===== config.mk =====
export PLATFORM = sky130hd
export DESIGN_NAME = alu_seq_ctrl_flat
export DESIGN_NICKNAME = d
export VERILOG_FILES = /design/src/rtl/alu_seq_ctrl_if.sv /design/src/rtl/alu_seq_ctrl.sv /design/src/flat_wrapper.sv
export SDC_FILE = /design/constraint.sdc
export NUM_CORES = 1
export LEC_CHECK = 0
export CAP_MARGIN = 0
export CORE_ASPECT_RATIO = 1.1
export CORE_MARGIN = 2
export CORE_UTILIZATION = 28
export CTS_CLUSTER_SIZE = 20
export DETAILED_ROUTE_END_ITERATION = 8
export PLACE_DENSITY_LB_ADDON = 0.1
export RECOVER_POWER = 50
export SLEW_MARGIN = 20
export SYNTH_ARGS = -nofsm -noshare
export SYNTH_HDL_FRONTEND = slang
export SYNTH_SLANG_ARGS = --single-unit

===== constraint.sdc =====
create_clock -name clk -period 2.8 [get_ports clk]
set_clock_uncertainty 0.15 [all_clocks]
set_input_delay 0.28 -clock clk [delete_from_list [all_inputs] [get_ports clk]]
set_output_delay 0.28 -clock clk [all_outputs]
set_load 0.005 [all_outputs]

===== src/rtl/alu_seq_ctrl_if.sv =====
// Bundle between alu_seq_ctrl, its requester and the single external 74181 slice.
// Optional ALU_SEQ_ACC_EN adds the acc_sel request bit.
interface alu_seq_ctrl_if #(
    parameter int NIBBLES = 4
);
    localparam int W = 4 * NIBBLES;

    // Request side
    logic         ena;
    logic         start;
    logic [W-1:0] op_a;
    logic [W-1:0] op_b;
    logic [3:0]   op_s;
    logic         op_m;
    logic         op_cn;
`ifdef ALU_SEQ_ACC_EN
    logic         acc_sel;
`endif

    // Completion side
    logic         busy;
    logic         done;
    logic [W-1:0] result;
    logic         cout;
    logic         equal;

    // External 74181 slice
    logic [3:0]   alu_a;
    logic [3:0]   alu_b;
    logic [3:0]   alu_s;
    logic         alu_m;
    logic         alu_cn;
    logic [3:0]   alu_f;
    logic         alu_cn4;
    logic         alu_equal;

    // Environment: requester plus the combinational slice
    modport master (
        output ena, start, op_a, op_b, op_s, op_m, op_cn,
`ifdef ALU_SEQ_ACC_EN
        output acc_sel,
`endif
        input  busy, done, result, cout, equal,
        input  alu_a, alu_b, alu_s, alu_m, alu_cn,
        output alu_f, alu_cn4, alu_equal
    );

    // Sequencer
    modport slave (
        input  ena, start, op_a, op_b, op_s, op_m, op_cn,
`ifdef ALU_SEQ_ACC_EN
        input  acc_sel,
`endif
        output busy, done, result, cout, equal,
        output alu_a, alu_b, alu_s, alu_m, alu_cn,
        input  alu_f, alu_cn4, alu_equal
    );
endinterface


===== src/rtl/alu_seq_ctrl.sv =====
// Runs a W-bit 74181 operation through one external 4-bit slice, one nibble per cycle.
// Define ALU_SEQ_ACC_EN to let acc_sel reuse the previous result as operand A.
module alu_seq_ctrl #(
    parameter int NIBBLES = 4
) (
    input logic          clk,
    input logic          rst_n,
    alu_seq_ctrl_if.slave bus
);
    localparam int W     = 4 * NIBBLES;
    localparam int IDX_W = (NIBBLES > 1) ? $clog2(NIBBLES) : 1;
    localparam logic [IDX_W-1:0] LAST_IDX = IDX_W'(NIBBLES - 1);

    typedef enum logic [1:0] {
        S_IDLE = 2'd0,
        S_RUN  = 2'd1,
        S_DONE = 2'd2
    } state_t;

    state_t           state_q,  state_d;
    logic [IDX_W-1:0] idx_q,    idx_d;
    logic [W-1:0]     a_q,      a_d;
    logic [W-1:0]     b_q,      b_d;
    logic [3:0]       s_q,      s_d;
    logic             m_q,      m_d;
    logic             cn_q,     cn_d;
    logic             carry_q,  carry_d;
    logic [W-1:0]     result_q, result_d;
    logic             cout_q,   cout_d;
    logic             equal_q,  equal_d;

    logic [W-1:0]     a_sel;

`ifdef ALU_SEQ_ACC_EN
    // result_q still holds the previous operation here; it is cleared on the same edge.
    assign a_sel = bus.acc_sel ? result_q : bus.op_a;
`else
    assign a_sel = bus.op_a;
`endif

    always_comb begin
        // NOTE: every _d starts as its _q so no branch can leave a value unassigned (no latches).
        state_d  = state_q;
        idx_d    = idx_q;
        a_d      = a_q;
        b_d      = b_q;
        s_d      = s_q;
        m_d      = m_q;
        cn_d     = cn_q;
        carry_d  = carry_q;
        result_d = result_q;
        cout_d   = cout_q;
        equal_d  = equal_q;

        if (bus.ena) begin
            unique case (state_q)
                S_IDLE: begin
                    if (bus.start) begin
                        a_d      = a_sel;
                        b_d      = bus.op_b;
                        s_d      = bus.op_s;
                        m_d      = bus.op_m;
                        cn_d     = bus.op_cn;
                        result_d = '0;
                        equal_d  = 1'b1;
                        idx_d    = '0;
                        state_d  = S_RUN;
                    end
                end
                S_RUN: begin
                    result_d[{idx_q, 2'b00} +: 4] = bus.alu_f;
                    carry_d = bus.alu_cn4;
                    equal_d = equal_q & bus.alu_equal;
                    if (idx_q == LAST_IDX) begin
                        cout_d  = bus.alu_cn4;
                        idx_d   = '0;
                        state_d = S_DONE;
                    end else begin
                        idx_d = idx_q + IDX_W'(1);
                    end
                end
                S_DONE:  state_d = S_IDLE;
                default: state_d = S_IDLE;
            endcase
        end
    end

    // Slice drive depends only on registered state, never on the slice's own returns.
    always_comb begin
        bus.alu_a  = '0;
        bus.alu_b  = '0;
        bus.alu_s  = '0;
        bus.alu_m  = 1'b0;
        bus.alu_cn = 1'b0;
        if (state_q == S_RUN) begin
            bus.alu_a  = a_q[{idx_q, 2'b00} +: 4];
            bus.alu_b  = b_q[{idx_q, 2'b00} +: 4];
            bus.alu_s  = s_q;
            bus.alu_m  = m_q;
            bus.alu_cn = (idx_q == '0) ? cn_q : carry_q;
        end
    end

    assign bus.busy   = (state_q != S_IDLE);
    assign bus.done   = (state_q == S_DONE);
    assign bus.result = result_q;
    assign bus.cout   = cout_q;
    assign bus.equal  = equal_q;

    // NOTE: sequential state uses non-blocking assignments so every register samples pre-edge values.
    always_ff @(posedge clk or negedge rst_n) begin
        if (!rst_n) begin
            state_q  <= S_IDLE;
            idx_q    <= '0;
            a_q      <= '0;
            b_q      <= '0;
            s_q      <= '0;
            m_q      <= 1'b0;
            cn_q     <= 1'b0;
            carry_q  <= 1'b0;
            result_q <= '0;
            cout_q   <= 1'b0;
            equal_q  <= 1'b0;
        end else begin
            state_q  <= state_d;
            idx_q    <= idx_d;
            a_q      <= a_d;
            b_q      <= b_d;
            s_q      <= s_d;
            m_q      <= m_d;
            cn_q     <= cn_d;
            carry_q  <= carry_d;
            result_q <= result_d;
            cout_q   <= cout_d;
            equal_q  <= equal_d;
        end
    end
endmodule


===== src/flat_wrapper.sv =====
// flat-port wrapper written by rule: the top's interface ports become plain ports
module alu_seq_ctrl_flat 
#(
    parameter int NIBBLES = 4
)
  (clk, rst_n, bus_ena, bus_start, bus_op_a, bus_op_b, bus_op_s, bus_op_m, bus_op_cn, bus_busy, bus_done, bus_result, bus_cout, bus_equal, bus_alu_a, bus_alu_b, bus_alu_s, bus_alu_m, bus_alu_cn, bus_alu_f, bus_alu_cn4, bus_alu_equal);
  alu_seq_ctrl_if #(.NIBBLES(NIBBLES)) bus_i ();
  input logic clk;
  input logic rst_n;
  input wire logic [$bits(bus_i.ena)-1:0] bus_ena;
  input wire logic [$bits(bus_i.start)-1:0] bus_start;
  input wire logic [$bits(bus_i.op_a)-1:0] bus_op_a;
  input wire logic [$bits(bus_i.op_b)-1:0] bus_op_b;
  input wire logic [$bits(bus_i.op_s)-1:0] bus_op_s;
  input wire logic [$bits(bus_i.op_m)-1:0] bus_op_m;
  input wire logic [$bits(bus_i.op_cn)-1:0] bus_op_cn;
  output wire logic [$bits(bus_i.busy)-1:0] bus_busy;
  output wire logic [$bits(bus_i.done)-1:0] bus_done;
  output wire logic [$bits(bus_i.result)-1:0] bus_result;
  output wire logic [$bits(bus_i.cout)-1:0] bus_cout;
  output wire logic [$bits(bus_i.equal)-1:0] bus_equal;
  output wire logic [$bits(bus_i.alu_a)-1:0] bus_alu_a;
  output wire logic [$bits(bus_i.alu_b)-1:0] bus_alu_b;
  output wire logic [$bits(bus_i.alu_s)-1:0] bus_alu_s;
  output wire logic [$bits(bus_i.alu_m)-1:0] bus_alu_m;
  output wire logic [$bits(bus_i.alu_cn)-1:0] bus_alu_cn;
  input wire logic [$bits(bus_i.alu_f)-1:0] bus_alu_f;
  input wire logic [$bits(bus_i.alu_cn4)-1:0] bus_alu_cn4;
  input wire logic [$bits(bus_i.alu_equal)-1:0] bus_alu_equal;
  assign bus_i.ena = bus_ena;
  assign bus_i.start = bus_start;
  assign bus_i.op_a = bus_op_a;
  assign bus_i.op_b = bus_op_b;
  assign bus_i.op_s = bus_op_s;
  assign bus_i.op_m = bus_op_m;
  assign bus_i.op_cn = bus_op_cn;
  assign bus_busy = bus_i.busy;
  assign bus_done = bus_i.done;
  assign bus_result = bus_i.result;
  assign bus_cout = bus_i.cout;
  assign bus_equal = bus_i.equal;
  assign bus_alu_a = bus_i.alu_a;
  assign bus_alu_b = bus_i.alu_b;
  assign bus_alu_s = bus_i.alu_s;
  assign bus_alu_m = bus_i.alu_m;
  assign bus_alu_cn = bus_i.alu_cn;
  assign bus_i.alu_f = bus_alu_f;
  assign bus_i.alu_cn4 = bus_alu_cn4;
  assign bus_i.alu_equal = bus_alu_equal;
  alu_seq_ctrl #(.NIBBLES(NIBBLES)) u_core (.clk(clk), .rst_n(rst_n), .bus(bus_i));
endmodule

==> results <==
- The summed area of non-filler cells in the final layout is 0.00415 mm2.
- In the routed layout, each cell is associated on average with a via count of 4.63.
- The TritonCTS buffer count is 9.
- The leading cell type in the layout, fill and taps excluded is clkdlybuf4s50_1.
- The die area is 0.0113 mm2.
- Counting distinct cell types in the post-synthesis netlist gives 35.
- The H-tree was split into 3 levels.
- The average routed wire per standard cell is about 16 um.
- The first global-routing pass estimated 11.4 mm of wire.
- Once detail routing completed, the nets flagged for antenna violations numbered 0.
- For this design, the slowest cell found on the critical path is dfrtp_1.
- The worst-path maximum fanout is 14.
- The final-report max-slew violation count is 28.
- The number of buffers and inverters on the critical path is 2.
- The repair_antennas step left the layout with diodes totalling 0.
- The library cells used most frequently in the layout, excluding fill and tap cells, are 67 x clkdlybuf4s50_1, 61 x dfrtp_1, 39 x mux2_2, 14 x dlygate4sd3_1.
- TritonCTS built the clock tree.
- Final hold analysis gives a worst-case slack of 0.324 ns.
- The met1 track demand over resource in global routing is 0.184.
- The met2 track demand over resource in global routing is 0.200.
- The synthesized netlist occupies a cell area of 0.00292 mm2.
- The clock net sink count is roughly 60.
- The design draws roughly 4200 uW.
- The wire length reported by the detailed router is between 6 and 7 mm.
- The setup path with the least slack is of type register to primary output.
- Derived from the worst setup path, the maximum achievable clock frequency is 385 MHz.
- The sequential-to-total area share from yosys stat is 0.523.
- Setup violations remaining at the end of the flow were counted as 0.
- The average footprint of a synthesized cell is ~14 um2.
- The number of antenna violations at the first check in global routing is 0.
- The number of cells on the worst reg-to-reg path is 4.
- The tree is rooted in a clkbuf_16.
- The overall routing resource usage is 0.133.
- The number of cell rows is 39.
- The growth of design area from synthesis to finish is 42.3%.
- For this run, design rule violations remaining after detail routing come to 0.
- Along the worst hold path, the cell count comes to 1.
- The core footprint is 0.0102 mm2.
- The buffers inserted during post-CTS setup optimization is 0.
- The data arrival at the endpoint of the critical path is 2.17 ns.
- The initial utilization of the core area, before any placement, comes to 0.285.
- The relative slew slack is -0.104.
- The slew at the pin closest to its max-slew limit is 1.66 ns.
- Across the run, the number of max-cap violations was 1.
- At the worst endpoint, the required time is 2.37 ns.
- The signal on the critical path passes through and2b_1 > buf_4 > and2_1 > clkdlybuf4s50_1.
- The width of the die is 101 um.
- The post-CTS resize count is 0.
- The worst setup path is launched from a register.
- After global routing, the most crowded layer is met2.
- For this run, global-route usage on met3 was measured as 0.0265.
- The sum of negative setup slack is 0 ns.
- The maximum VDD drop is roughly 0.32 mV.
- The flow ran to the end, but the final reports show violations.
- Dividing total power by cell area gives a power density of 1010 mW/mm2.
- The fraction of layout instances using a drive strength above 1 is 0.244.
- The delay of the slowest critical-path stage is around 0.57 ns.
- Of the available clock period, the critical path in the final layout requires 0.928.
- Counting every net in the synthesized netlist gives 268.
- The detailed router finished its first iteration with 37 violations.
- The height of the chip is 111 um.
- The maximum buffer depth of the clock tree is 2.
- The worst setup path is captured at a primary output.
- The first-pass iteration count of the detailed router is 4.
- Summing all placed instances gives a cell area of 0.00386 mm2.
- The kind of cell with the highest combined delay along the critical path is buffers and inverters.
- Counting flops and latches in the post-synthesis netlist gives 61.
- The critical path runs through a total of 4 cells.
- The maximum number of pins on one net before global-route repair is 35.
- The total overflow left after global routing is 0.
- At the end of the flow the core is filled with cells to 0.405.
- Setup repair after global routing left no endpoint under its margin.
- After layout, the minimum clock period comes to 2.60 ns.
- For this design the static power due to leakage is 0.00178 uW.
- The I/O pin count is 82.
- At the later pin of the worst-skew pair, clock insertion delay measures 0.32 ns.
- The number of hold-repair buffers added at the cts stage is 1.
- The number of warnings reported in the yosys synthesis log is 0.
- The total number of nets in the final design is approximately 360.
- The total half-perimeter wirelength after legalization and detailed placement is 4.80 mm.
- The routed layout has between 1,500 and 2,000 vias.
- Port buffering added 81 buffers.
- In the synthesized netlist, the number of instances is 214.
- The number of failing hold endpoints at the final stage came to 0.
- The number of global-route vias before repair is 2,107.
- The clock-pin slew of the registers on the worst-case setup and hold paths is 0.05 ns.
- In this run the worst hold path is classified as register to register.
- The checks that failed: max-capacitance violations, max-slew violations.
- At the end of routability-driven placement, the weighted congestion stood at 0.716.
-- synth_stat cells (all sizes together) --
| master | number | area share |
|---|---|---|
| nor2b | 2 | 0.0043 |
| a31oi | 1 | 0.0021 |
| o31ai | 1 | 0.0026 |
| a21oi | 3 | 0.0077 |
| nor2 | 3 | 0.0064 |
| mux2 | 52 | 0.20 |
| and2b | 1 | 0.0026 |
| nand2 | 11 | 0.014 |
| nand3 | 1 | 0.0017 |
| nor4bb | 1 | 0.0034 |
| dfrtp | 61 | 0.52 |
| o21ai | 7 | 0.012 |
| nor4 | 4 | 0.011 |
| nand3b | 1 | 0.0039 |
| or2 | 1 | 0.0030 |
| mux4 | 8 | 0.062 |
| nor4b | 1 | 0.0051 |
| ha | 6 | 0.026 |
| and3 | 4 | 0.0086 |
| mux2i | 1 | 0.0034 |
| and2 | 13 | 0.028 |
| buf | 8 | 0.025 |
| a21o | 2 | 0.0051 |
| inv | 7 | 0.0090 |
| or3b | 1 | 0.0030 |
| nand2b | 2 | 0.0043 |
| a22o | 4 | 0.012 |
| clkbuf | 3 | 0.0039 |
| nor3 | 4 | 0.0069 |
-- power breakdown --
part | total (uW) | internal, uW | leakage (uW) | switching [uW]
logic | 1720 | 1060 | 0.000893 | 657
registers | 1440 | 1250 | 0.000760 | 197
clock network | 1040 | 627 | 0.000127 | 415
-- per-layer routing --
metal  wire length (um)  up-vias  share of wire
met1               3170      980           0.47
met5                  0        -              0
met2               3150       57           0.47
met3                306       10          0.045
met4                127        0          0.019
li1                   -      945              -
-- state kept, by name, indices dropped and copies added (netlist names) --
name,count
u_core.idx_q,2
u_core.bus.result,16
u_core.a_q,16
u_core.cn_q,1
u_core.state_q,2
u_core.b_q,16
u_core.bus.cout,1
u_core.m_q,1
u_core.bus.equal,1
u_core.carry_q,1
u_core.s_q,4
-- path summary, 6_finish.rpt --
| check | slack (ns) | end | from |
|---|---|---|---|
| max | 0.20 | bus_alu_a[1] | u_core.state_q[0] |
| min | 0.32 | u_core.m_q | u_core.m_q |
| max reg2reg | 0.41 | u_core.a_q[9] | u_core.state_q[0] |
| min reg2reg | 0.32 | u_core.m_q | u_core.m_q |
| max in group asynchronous | 0.76 | u_core.idx_q[1] | rst_n |
| min in group asynchronous | 0.77 | u_core.a_q[6] | rst_n |
-- cell type report --
class / count / area [um2]
Fill cell: 1013 / 6100
Sequential cell: 61 / 1530
Multi-Input combinational cell: 135 / 1270
Timing Repair Buffer: 88 / 885
Clock buffer: 10 / 239
Tap cell: 123 / 154
Clock inverter: 6 / 47.5
Inverter: 7 / 26.3
-- worst register-to-register path: stages (launching register included) --
cell     delay [ns]
dfrtp_1        0.52
or2_4          0.32
nor2_1         0.62
buf_12         0.29
mux2_2         0.38
-- per-stage QoR --
| step | std cells | setup slack, ns |
|---|---|---|
| floorplan | 214 | 0.614 |
| global placement | 413 | 0.573 |
| detailed placement | 413 | 0.501 |
| CTS | 430 | 0.147 |
| global route | 430 | 0.0423 |
| finish | 430 | 0.201 |
-- cell families after synthesis --
kind of cell | synth area share
mux | 0.266
flops | 0.523
simple gates | 0.106
compound gates | 0.0416
buf+inv | 0.0377
fa+ha+maj | 0.0257
Power figures use the tool's default switching activity.
